--- config.mk ---
export PLATFORM = sky130hd
export DESIGN_NAME = rtc_apb_regs
export DESIGN_NICKNAME = d
export VERILOG_FILES = /design/src/rtl/rtc_pkg.sv /design/src/rtl/rtc_irq_ctrl.sv /design/src/rtl/rtc_apb_regs.sv
export SDC_FILE = /design/constraint.sdc
export NUM_CORES = 1
export LEC_CHECK = 0
export ABC_AREA = 0
export CAP_MARGIN = 20
export CORE_ASPECT_RATIO = 1.4
export CORE_MARGIN = 2
export CORE_UTILIZATION = 43
export DETAILED_ROUTE_END_ITERATION = 6
export PLACE_DENSITY = 0.85
export SLEW_MARGIN = 10
export SYNTH_ARGS = -nofsm -noshare
export SYNTH_HDL_FRONTEND = slang
export SYNTH_SLANG_ARGS = --single-unit
--- constraint.sdc ---
create_clock -name clk_i -period 7.4 [get_ports clk_i]
set_clock_uncertainty 0.1 [all_clocks]
set_input_delay 1.85 -clock clk_i [delete_from_list [all_inputs] [get_ports clk_i]]
set_output_delay 1.85 -clock clk_i [all_outputs]
set_load 0.05 [all_outputs]
--- src/rtl/rtc_pkg.sv ---
// Shared constants for the RTC APB register block: register word indices,
// CTRL field positions, interrupt source indices and core data widths.
package rtc_pkg;

  localparam int CLOCK_W    = 22;
  localparam int TIMER_W    = 17;
  localparam int DATE_W     = 32;
  localparam int INIT_CNT_W = 10;
  localparam int N_IRQ      = 2;

  // Word index decoded from paddr[4:2]; the byte offset is index * 4.
  typedef enum logic [2:0] {
    RTC_CTRL      = 3'd0,
    RTC_CLOCK     = 3'd1,
    RTC_ALARM     = 3'd2,
    RTC_TIMER     = 3'd3,
    RTC_DATE      = 3'd4,
    RTC_IRQ_FLAGS = 3'd5,
    RTC_IRQ_MASK  = 3'd6,
    RTC_STATUS    = 3'd7
  } reg_idx_e;

  localparam int CTRL_TIMER_EN     = 0;
  localparam int CTRL_TIMER_RETRIG = 1;
  localparam int CTRL_ALARM_EN     = 2;
  localparam int CTRL_INIT_LSB     = 16;

  localparam int IRQ_EVENT   = 0;
  localparam int IRQ_NEW_DAY = 1;

endpackage

--- src/rtl/rtc_irq_ctrl.sv ---
// Sticky interrupt flags with write-1-to-clear, a mask register and a
// registered level interrupt. A set arriving with a clear of the same bit wins.
module rtc_irq_ctrl
  import rtc_pkg::*;
#(
  parameter int N_SRC = N_IRQ
) (
  input  logic             clk_i,
  input  logic             rst_i,
  input  logic [N_SRC-1:0] set_i,
  input  logic [N_SRC-1:0] clr_i,
  input  logic             mask_we_i,
  input  logic [N_SRC-1:0] mask_wdata_i,
  output logic [N_SRC-1:0] flags_o,
  output logic [N_SRC-1:0] mask_o,
  output logic             irq_o
);

  // NOTE: state uses non-blocking assignments so every flop samples the
  // pre-edge values; irq_o deliberately sees the old flags and mask.
  always_ff @(posedge clk_i) begin
    if (rst_i) begin
      flags_o <= '0;
      mask_o  <= '0;
      irq_o   <= 1'b0;
    end else begin
      flags_o <= (flags_o & ~clr_i) | set_i;
      if (mask_we_i) mask_o <= mask_wdata_i;
      irq_o <= |(flags_o & mask_o);
    end
  end

endmodule

--- src/rtl/rtc_apb_regs.sv ---
// APB3 register front-end for the RTC core: held load values with one-cycle
// update strobes, live read-back, and maskable sticky interrupt flags.
module rtc_apb_regs
  import rtc_pkg::*;
#(
  parameter int                    APB_ADDR_WIDTH   = 12,
  parameter logic [INIT_CNT_W-1:0] INIT_SEC_CNT_RST = 10'h3FF,
  parameter logic [7:0]            VERSION          = 8'h01
) (
  input  logic                      clk_i,
  input  logic                      rst_i,
  input  logic [APB_ADDR_WIDTH-1:0] paddr_i,
  input  logic                      psel_i,
  input  logic                      penable_i,
  input  logic                      pwrite_i,
  input  logic [31:0]               pwdata_i,
  output logic [31:0]               prdata_o,
  output logic                      pready_o,
  output logic                      pslverr_o,
  output logic                      rtc_clock_update_o,
  output logic [CLOCK_W-1:0]        rtc_clock_o,
  input  logic [CLOCK_W-1:0]        rtc_clock_i,
  output logic [INIT_CNT_W-1:0]     rtc_init_sec_cnt_o,
  output logic                      rtc_timer_update_o,
  output logic                      rtc_timer_enable_o,
  output logic                      rtc_timer_retrig_o,
  output logic [TIMER_W-1:0]        rtc_timer_target_o,
  input  logic [TIMER_W-1:0]        rtc_timer_value_i,
  output logic                      rtc_alarm_update_o,
  output logic                      rtc_alarm_enable_o,
  output logic [CLOCK_W-1:0]        rtc_alarm_clock_o,
  input  logic [CLOCK_W-1:0]        rtc_alarm_clock_i,
  output logic                      rtc_date_update_o,
  output logic [DATE_W-1:0]         rtc_date_o,
  input  logic [DATE_W-1:0]         rtc_date_i,
  input  logic                      rtc_event_i,
  input  logic                      rtc_update_day_i,
  output logic                      irq_o
);

  logic           access, addr_ok, wr_en, rd_en;
  logic           addr_lsb_unused;
  reg_idx_e       idx;
  logic [N_IRQ-1:0] irq_flags, irq_mask, irq_clr;

  // Upper address bits select nothing: any non-zero value is an error access.
  assign access    = psel_i & penable_i;
  assign addr_ok   = ~|paddr_i[APB_ADDR_WIDTH-1:5];
  assign wr_en     = access & pwrite_i & addr_ok;
  assign rd_en     = access & ~pwrite_i & addr_ok;
  assign pslverr_o = access & ~addr_ok;
  assign pready_o  = 1'b1;
  assign idx       = reg_idx_e'(paddr_i[4:2]);
  assign addr_lsb_unused = ^paddr_i[1:0];

  always_ff @(posedge clk_i) begin
    if (rst_i) begin
      rtc_clock_update_o <= 1'b0;
      rtc_alarm_update_o <= 1'b0;
      rtc_timer_update_o <= 1'b0;
      rtc_date_update_o  <= 1'b0;
      rtc_clock_o        <= '0;
      rtc_alarm_clock_o  <= '0;
      rtc_timer_target_o <= '0;
      rtc_date_o         <= '0;
      rtc_timer_enable_o <= 1'b0;
      rtc_timer_retrig_o <= 1'b0;
      rtc_alarm_enable_o <= 1'b0;
      rtc_init_sec_cnt_o <= INIT_SEC_CNT_RST;
    end else begin
      rtc_clock_update_o <= 1'b0;
      rtc_alarm_update_o <= 1'b0;
      rtc_timer_update_o <= 1'b0;
      rtc_date_update_o  <= 1'b0;
      if (wr_en) begin
        case (idx)
          RTC_CTRL: begin
            rtc_timer_enable_o <= pwdata_i[CTRL_TIMER_EN];
            rtc_timer_retrig_o <= pwdata_i[CTRL_TIMER_RETRIG];
            rtc_alarm_enable_o <= pwdata_i[CTRL_ALARM_EN];
            rtc_init_sec_cnt_o <= pwdata_i[CTRL_INIT_LSB +: INIT_CNT_W];
          end
          RTC_CLOCK: begin
            rtc_clock_o        <= pwdata_i[CLOCK_W-1:0];
            rtc_clock_update_o <= 1'b1;
          end
          RTC_ALARM: begin
            rtc_alarm_clock_o  <= pwdata_i[CLOCK_W-1:0];
            rtc_alarm_update_o <= 1'b1;
          end
          RTC_TIMER: begin
            rtc_timer_target_o <= pwdata_i[TIMER_W-1:0];
            rtc_timer_update_o <= 1'b1;
          end
          RTC_DATE: begin
            rtc_date_o        <= pwdata_i[DATE_W-1:0];
            rtc_date_update_o <= 1'b1;
          end
          default: ;
        endcase
      end
    end
  end

  assign irq_clr = (wr_en && idx == RTC_IRQ_FLAGS) ? pwdata_i[N_IRQ-1:0] : '0;

  rtc_irq_ctrl #(.N_SRC(N_IRQ)) u_irq (
    .clk_i        (clk_i),
    .rst_i        (rst_i),
    .set_i        ({rtc_update_day_i, rtc_event_i}),
    .clr_i        (irq_clr),
    .mask_we_i    (wr_en && idx == RTC_IRQ_MASK),
    .mask_wdata_i (pwdata_i[N_IRQ-1:0]),
    .flags_o      (irq_flags),
    .mask_o       (irq_mask),
    .irq_o        (irq_o)
  );

  // NOTE: prdata_o gets a default before the case so no path infers a latch.
  always_comb begin
    prdata_o = '0;
    if (rd_en) begin
      case (idx)
        RTC_CTRL: begin
          prdata_o[CTRL_TIMER_EN]                = rtc_timer_enable_o;
          prdata_o[CTRL_TIMER_RETRIG]            = rtc_timer_retrig_o;
          prdata_o[CTRL_ALARM_EN]                = rtc_alarm_enable_o;
          prdata_o[CTRL_INIT_LSB +: INIT_CNT_W]  = rtc_init_sec_cnt_o;
        end
        RTC_CLOCK:     prdata_o[CLOCK_W-1:0] = rtc_clock_i;
        RTC_ALARM:     prdata_o[CLOCK_W-1:0] = rtc_alarm_clock_i;
        RTC_TIMER:     prdata_o[TIMER_W-1:0] = rtc_timer_value_i;
        RTC_DATE:      prdata_o[DATE_W-1:0]  = rtc_date_i;
        RTC_IRQ_FLAGS: prdata_o[N_IRQ-1:0]   = irq_flags;
        RTC_IRQ_MASK:  prdata_o[N_IRQ-1:0]   = irq_mask;
        RTC_STATUS: begin
          prdata_o[7:0] = VERSION;
          prdata_o[8]   = irq_o;
        end
        default: ;
      endcase
    end
  end

endmodule

==> results_dict.tcl, run 1 <==
set metrics [dict create \
    netlist_top_cells_count "nand2b_1 (133), mux2i_1 (116), dfxtp_1 (115), a22oi_1 (30), clkbuf_1 (30)" \
    worstHoldPathType "reg2reg" \
    setup_viol 0 \
    drc_errors 0 \
    clk_latency_ns 0.40 \
    area_growth_pct 69.3 \
    synth-edff-count 0 \
    tightest_slew_ns 0.831 \
    status "finished, final reports clean" \
    final_nets 989 \
    synth_top_cell_by_area "dfxtp_1" \
    dp_slack_ns 0.873 \
    maxCapViolCount 0 \
    synth-compound-area-share 0.0834 \
    synth_ff_type "dfxtp_1" \
    end_kind "primary output" \
    grt_pass1_vias 5817 \
    max_slew_margin 0.444 \
    synthSimpleGateAreaFrac 0.235 \
    antenna_found_initial 1 \
    grt_usage 0.285 \
    yosys.area_share.xor_xnor 0 \
    path_class "in2out" \
    grt_max_degree 158 \
    yosys_warnings 0 \
    worst_hold_slack_ns 0.372 \
    clk_pin_slew_ns 0.05 \
    synthMuxAreaShare 0.229 \
    cts_sinks 115 \
    synthArstFlopShare 0 \
    netlist.area_leader.share 0.410 \
    synth_cells 576 \
    setup.worst_path.end "prdata_o[10]" \
    critPathMaxFanout 17 \
    reg2reg_slack_ns 6.57 \
    yosysSeqAreaShare 0.410 \
    critPathSlowestCell "clkdlybuf4s50_1" \
    start_kind "primary input" \
    cp_cell_sequence "clkdlybuf4s50_1 -> nor3b_2 -> o2111ai_1 -> a21oi_1 -> buf_12" \
    totalWireLength_um 20300 \
    drive_gt1_frac 0.110 \
    final.min_clock_period_ns 6.54 \
    syn_avg_cell_area_um2 9.74 \
    rsz0062_at_grt "no" \
    synth_top_family_by_area "simple AND/OR/NAND/NOR gates" \
    fmax_mhz 153 \
    post_cts_buffers 0 \
    ctsResizeCount 0 \
    std_cell_rows 49 \
    root_buffer "clkbuf_16" \
    yosysMostFrequentCell "nand2b_1" \
    placed_cells 977 \
    p_per_area_nw_per_um2 177 \
    place_congestion 0.906 \
    fin_ws_ns 0.865 \
    min_from "rtc_timer_target_o[1]" \
    synth_nets 720 \
    reg2regPathDepth 2 \
    pin_count 289 \
    clockBufferDepth 2 \
    ir_drop_mv 0.202 \
    wire_per_inst_um 20.1 \
    ant_nets 0 \
    design.core.area_um2 12800 \
    cts_tree "built" \
    overflow 0 \
    critPathMaxStageDelay_ns 0.95 \
    initial_core_util 0.438 \
    r2r-end "rtc_init_sec_cnt_o[0]" \
    syn_area_um2 5610 \
    drtIter0Drc 211 \
    die_h_um 139 \
    via_count 5522 \
    io_buffers 285 \
    dp_hpwl_um 15200 \
    leakage_uw 0.00383 \
    vias_per_cell 5.46 \
    required_ns 5.45 \
    startpoint "paddr_i[4]" \
    crit-reg2reg-launch "rtc_init_sec_cnt_o[0]" \
    die_area_um2 14000 \
    fin_setup_tns_ns 0 \
    cts_max_level 4 \
    yosysUniqueCellTypes 44 \
    worstPathArrival_ns 4.59 \
    ctsHoldBuffers 0 \
    hold_viol_final 0 \
    finalCritPeriodShare 0.883 \
    first_pass_iters 5 \
    cts_made_buffers 17 \
    ys_seq_elements 115 \
    slew_viol_final 0 \
    die_x_um 101 \
    synth_fa_ha_area_frac 0 \
    fin_cells 1011 \
    synthTopCellsByArea "dfxtp_1 (41%), mux2i_1 (21%), nand2b_1 (15%), a22oi_1 (4.0%), clkbuf_1 (2.0%)" \
    grt_pass1_wl_um 31100 \
]
## per-layer routing
metal	up-vias	wire, µm	part of all wire	track usage
li1	2554	-	-	-
met1	2629	7290	0.36	0.286
met2	272	10500	0.52	0.520
met3	67	1520	0.075	0.0832
met4	0	1010	0.050	0.146
met5	-	0	0	0
## layout by cell type (no fill, tap or decap), types with 3 or more instances in the layout
master             n
mux2_2             9
inv_1              3
nand3_1            3
a22oi_1           30
clkinv_2           4
a21oi_1           19
a211oi_1           3
clkdlybuf4s50_1  254
nor3b_2            3
clkbuf_8           3
nor2b_1            3
mux2i_1          116
a221oi_1           3
clkbuf_16         17
nor2_1            29
nand2_1            9
nand4_1            3
nand3b_1           3
nand2b_1         133
and4_1             4
dfxtp_1          115
bufinv_16          5
nor4_1             4
buf_12            28
and3_1             8
buf_4             14
## area by class of cell
type | count | area (µm²)
Inverter | 3 | 11.3
Antenna cell | 1 | 2.50
Clock inverter | 10 | 179
Sequential cell | 115 | 2300
Clock buffer | 21 | 470
Multi-Input combinational cell | 410 | 3090
Timing Repair Buffer | 298 | 3250
Fill cell | 900 | 3320
Tap cell | 153 | 191
## through the flow
stage / utilization / instance area (µm²) / total power, µW
after CTS: 0.737 / 9450 / 1690
after global routing: 0.741 / 9490 / 1730
final: 0.741 / 9490 / 1680
after detailed placement: 0.687 / 8800 / 794
after floorplan: - / 5610 / 700
after global placement: 0.687 / 8800 / 790
## kinds of logic after synthesis
group           Yosys count
compound gates           67
buf+inv                  51
flops                   115
mux                     126
other cells               1
simple gates            216
## report_power, final
part	switching, µW	internal (µW)
clock	275	620
sequential	0.685	621
combinational	62.6	100
## sequential cells by signal, indices dropped and copies added, names as in the netlist, 2 cells and up
register	flops
rtc_clock_o	22
rtc_date_o	32
rtc_init_sec_cnt_o	10
u_irq.mask_o	2
u_irq.flags_o	2
rtc_alarm_clock_o	22
rtc_timer_target_o	17
## worst max-delay path, delay by kind of cell
kind / cells / cell delay (ns)
AOI/OAI and AO/OA: 2 / 0.90
and+or+nand+nor: 1 / 0.68
buffers and inverters: 2 / 1.13
## worst min-delay path by stage
stage               depth (start not counted)  slack [ns]                     to
global route                                2        0.39  rtc_timer_target_o[1]
detailed placement                          2        0.36         rtc_date_o[21]
floorplan                                   2        0.36       u_irq.flags_o[1]
finish                                      2        0.37  rtc_timer_target_o[1]
CTS                                         2        0.38  rtc_timer_target_o[1]
global placement                            2        0.36  rtc_timer_target_o[0]
Note: power is estimated with default switching activity, not from simulation.
==> inputs of run 2 (changes only) <==
- RECOVER_POWER: default -> 25
==> results_dict.tcl, run 2 (synthesis gave the netlist of run 1 again) <==
set metrics [dict create \
    largest_reg_flops 32 \
    fin_cells 1011 \
    placed_cells 977 \
    design_area_um2 9490 \
    ctsResizeCount 0 \
    drive_gt1_frac 0.109 \
    tightest_slew_ns 1.71 \
    hold_viol_final 0 \
    violations "capacitance limit, slew limit" \
    max_slew_margin -0.140 \
    antenna_found_initial 1 \
    die_area_um2 14000 \
    place_congestion 0.906 \
    grt_usage 0.285 \
    grt_pass1_vias 5817 \
    clockBufferDepth 2 \
    vias_per_cell 5.43 \
    leakage_uw 0.00405 \
    die_h_um 139 \
    ant_nets 0 \
    status "complete, but fails checks" \
    top_regs "rtc_date_o: 32 flops, rtc_alarm_clock_o: 22 flops, rtc_clock_o: 22 flops" \
    cts_tree "built" \
    wire_per_inst_um 20.2 \
    required_ns 5.45 \
    min_from "rtc_timer_target_o[1]" \
    maxCapViolCount 1 \
    ctsHoldBuffers 0 \
    critPathMaxStageDelay_ns 0.95 \
    design.core.area_um2 12800 \
    startpoint "paddr_i[4]" \
    area_growth_pct 69.2 \
    overflow 0 \
    critPathTopFamily "buffers and inverters" \
    p_per_area_nw_per_um2 177 \
    cts_made_buffers 17 \
    cts_max_level 4 \
    ir_drop_mv 0.202 \
    grt_max_degree 158 \
    top_register "rtc_date_o" \
    clk_pin_slew_ns 0.05 \
    post_dp_cell_area_um2 8800 \
    first_pass_iters 5 \
    setup_viol 0 \
    worstHoldPathType "reg2reg" \
    postLayoutCoreUtil 0.741 \
    io_buffers 285 \
    drtIter0Drc 232 \
    rsz0062_at_grt "no" \
    clk_latency_ns 0.40 \
    drc_errors 0 \
    finalCritPeriodShare 0.882 \
    die_x_um 101 \
    fmax_mhz 153 \
    cts_sinks 115 \
    critPathSlowestCell "clkdlybuf4s50_1" \
    fin_setup_tns_ns 0 \
    grt_pass1_wl_um 31100 \
    slew_viol_final 52 \
    initial_core_util 0.438 \
    final.min_clock_period_ns 6.53 \
    start_kind "primary input" \
    critPathMaxFanout 17 \
    pin_count 289 \
    fill_cells 902 \
    dp_hpwl_um 15200 \
    critPathBufInv 2 \
    worstPathArrival_ns 4.58 \
    post_cts_buffers 0 \
    std_cell_rows 49 \
    layout_commonest_cell "clkdlybuf4s50_1" \
    totalWireLength_um 20400 \
    crit-reg2reg-launch "u_irq.flags_o[1]" \
    root_buffer "clkbuf_16" \
    mostFrequentLayoutCells "clkdlybuf4s50_1 (191), nand2b_1 (133), mux2i_1 (116)" \
    final_nets 989 \
    end_kind "primary output" \
    path_class "in2out" \
    via_count 5485 \
    cp_cell_sequence "clkdlybuf4s50_1 -> nor3b_2 -> o2111ai_1 -> a21oi_1 -> buf_12" \
]
==> run 2: layout make-up <==
type                       instances  area (µm²)  share of cell area
clock buffer                      21         470              0.0496
inverter                           3        11.3             0.00119
sequential                       115        2300               0.243
tap                              153         191              0.0202
multi-input combinational        410        3090               0.325
timing repair buffer             298        3250               0.342
antenna                            1        2.50            0.000264
clock inverter                    10         179              0.0189
==> run 2: tightest hold or removal path: stages, from the launching register on <==
cell and delay, ns:
dfxtp_1 0.31, nand2b_1 0.06, mux2i_1 0.05
==> run 2: path summary, 6_finish.rpt <==
| kind | end | slack [ns] | cells after the start |
|---|---|---|---|
| setup / recovery | prdata_o[10] | 0.87 | 5 |
| hold / removal | rtc_timer_target_o[1] | 0.37 | 2 |
| setup reg to reg | u_irq.flags_o[1] | 6.57 | 2 |
| hold reg to reg | rtc_timer_target_o[1] | 0.37 | 2 |
==> run 2: routing by layer <==
metal | part of all wire | up-vias | global-route usage
met2 | 0.52 | 261 | 0.520
met3 | 0.078 | 54 | 0.0832
met5 | 0 | - | 0
li1 | - | 2555 | -
met4 | 0.044 | 0 | 0.146
met1 | 0.36 | 2615 | 0.286
==> run 2: stage by stage <==
step           setup WS, ns  hold WS (ns)  total power (µW)
2_1_floorplan          1.19         0.355               700
3_3_place_gp          0.990         0.359               790
3_5_place_dp          0.873         0.363               794
4_1_cts               0.903         0.376              1690
5_1_grt               0.636         0.389              1730
6_report              0.870         0.372              1680
==> run 2: where the power goes <==
part / total (µW) / switching, µW / internal [µW]
clock network: 896 / 276 / 620
registers: 621 / 0.685 / 621
logic: 163 / 62.6 / 100
total: 1680 / 339 / 1340
==> edit, RTL diff (flow settings as in run 2) <==
Make the reset (`rst_i`) asynchronous in 2 clocked blocks.
--- a/src/rtl/rtc_irq_ctrl.sv
+++ b/src/rtl/rtc_irq_ctrl.sv
@@ -18,7 +18,7 @@
 
   // NOTE: state uses non-blocking assignments so every flop samples the
   // pre-edge values; irq_o deliberately sees the old flags and mask.
-  always_ff @(posedge clk_i) begin
+  always_ff @(posedge clk_i or posedge rst_i) begin
     if (rst_i) begin
       flags_o <= '0;
       mask_o  <= '0;
--- a/src/rtl/rtc_apb_regs.sv
+++ b/src/rtl/rtc_apb_regs.sv
@@ -53,7 +53,7 @@
   assign idx       = reg_idx_e'(paddr_i[4:2]);
   assign addr_lsb_unused = ^paddr_i[1:0];
 
-  always_ff @(posedge clk_i) begin
+  always_ff @(posedge clk_i or posedge rst_i) begin
     if (rst_i) begin
       rtc_clock_update_o <= 1'b0;
       rtc_alarm_update_o <= 1'b0;
Function: differs if rst_i is asserted again (counterexample within 4 cycles, from zero or initial values and one cycle with rst_i high); with rst_i held inactive, the same outputs for 4 cycles.
==> edit against run 2 <==
The flow still finishes with violations (max-capacitance violations, max-slew violations). Area after synthesis fell by 2.7%. Setup slack lost 0.34 ns. Utilization grew 0.70 points. Count of clock-buffer cells in the layout unchanged. Sequential cell count stayed put. Routed wire length down 7.8%. Design area shrank 2.5%. Total power up 0.16%. Largest power group unchanged.
==> edit: results (changes against run 2) <==
** Run status
- Result of the run :: complete, but fails checks
- The final reports fail on max-capacitance violations, max-slew violations.

** Setup path
- The worst reg-to-reg setup slack came to 6.49 ns (-0.08 ns).
- FF-to-FF End :: rtc_date_o[11]
- Broken down by cell family, the worst path's largest delay share belongs to simple AND/OR/NAND/NOR gates.
- In this run the worst setup path begins at paddr_i[7].
- The worst-path maximum fanout was 5 (-12).
- The worst register-to-register path begins at rtc_date_o[11].
- The largest stage delay on the critical path was 0.81 ns (-0.14 ns).
- The number of cells on the worst reg-to-reg path is 1 (-1).
- Following the worst setup path forward leads to its endpoint at prdata_o[25].
- The arrival time reported for the critical path endpoint came to 4.92 ns (+0.34 ns).

** STA
- Slew of the pin with the lowest slew margin :: 2.34 ns (+0.627 ns)
- The number of max-slew violations in the final report is 55 (+5.8%).

** Global route
- The maximum number of pins on one net before global-route repair was 63 (-60%).
- The all-layer global routing usage was 27.6% (-0.86 points).
- Wire length of the first global-routing pass :: 28200 microns (-9.2%)
- The number of antenna violations at the first check in global routing is 4 (+3).
- Number of global-route vias before repair :: 5036 (-13%)

** Power and ir drop
- Total leakage power :: 4.17 nW (+2.9%)
- The worst IR drop on VDD is 182 uV (-9.7%).

** Synthesis
- Asr flop ratio synth :: 100% (+100 points)
- The post-synthesis cell type count was 45 (+2.3%).
- Yosys attributes the largest share of cell area to dfrtp_1, mux2_2, dfstp_2.
- Sequential fraction of the synthesis area :: 52.9% (+12 points)
- Syn Nets :: 563 (-22%)
- Leading post-synthesis cells by instance count :: dfrtp_1, mux2_2, nor2_1

** Drt
- The routed length per placed instance came to 21.5 microns (+6.9%).
- The number of vias in the routed layout was 4700 (-14%).
- The number of DRC markers after the initial detailed-route iteration came to 151 (-35%).
- The first-pass iteration count of the detailed router was 4 (-1).

** Cells and area
- The count of nets after finishing is 848 (-14%).
- The proportion of layout cells with a drive suffix above 1 is 28.6% (+18 points).
- The filler cell count came to 827 (-8.3%).

** Place
- Placer's final routability congestion estimate :: 0.908 (+0.25%)
- The placed wire-length estimate after detailed placement was 14100 microns (-6.9%).
- The post-detailed-placement cell area came to 0.00860 sq mm (-2.3%).

** Floorplan
- The die boundary width is 99.2 microns (-1.3%).

** Job
- Number of maximum-capacitance constraint violations :: 2 (+1)
-- edit: worst min-delay path by stage --
stage                                 from                to  slack [ns]  cells after the start
after floorplan           u_irq.flags_o[1]  u_irq.flags_o[1]        0.37                      1
after global placement      rtc_date_o[11]    rtc_date_o[11]        0.38                      1
after detailed placement   rtc_clock_o[17]   rtc_clock_o[17]        0.38                      1
after CTS                  rtc_clock_o[17]   rtc_clock_o[17]        0.40                      1
after global routing       rtc_clock_o[17]   rtc_clock_o[17]        0.40                      1
final                      rtc_clock_o[17]   rtc_clock_o[17]        0.39                      1
-- edit: kinds of logic (layout without fill, tap and decap cells) --
logic type,after synthesis,count (layout),share of synthesized area [%]
flip-flops,115,115,52.9
other,1,6,0.0687
AO/OA/AOI/OAI,59,59,7.36
multiplexers,133,133,28.0
AND/OR/NAND/NOR,82,82,9.19
buffers and inverters,29,327,2.47
-- edit: where the power goes --
group | internal (mW) | switching, mW | total, mW
Sequential | 0.633 | 0.00161 | 0.634
Clock | 0.592 | 0.290 | 0.882
Combinational | 0.0937 | 0.0725 | 0.166
-- edit: layer usage --
layer	GRT usage, %	up-vias	share of wire [%]
li1	-	2114	-
met1	29.7	2311	36
met2	48.8	234	53
met3	9.49	39	8.5
met4	12.5	2	3.2
met5	0	-	0.069
-- edit: per-stage QoR --
stage               cells  setup slack [ns]
global route          868             0.383
floorplan             419              1.28
CTS                   867             0.767
detailed placement    835             0.790
global placement      835             0.834
finish                872             0.526
-- edit: layout make-up --
| type | count | area (sq um) | share of cell area (%) |
|---|---|---|---|
| flip-flops and latches | 115 | 2890 | 31.2 |
| clock inverters | 11 | 174 | 1.88 |
| well taps | 150 | 188 | 2.03 |
| diodes | 5 | 12.5 | 0.135 |
| repair buffers | 294 | 3070 | 33.2 |
| multi-input cells | 275 | 2440 | 26.3 |
| inverters | 1 | 5.00 | 0.0541 |
| clock buffers | 21 | 470 | 5.09 |
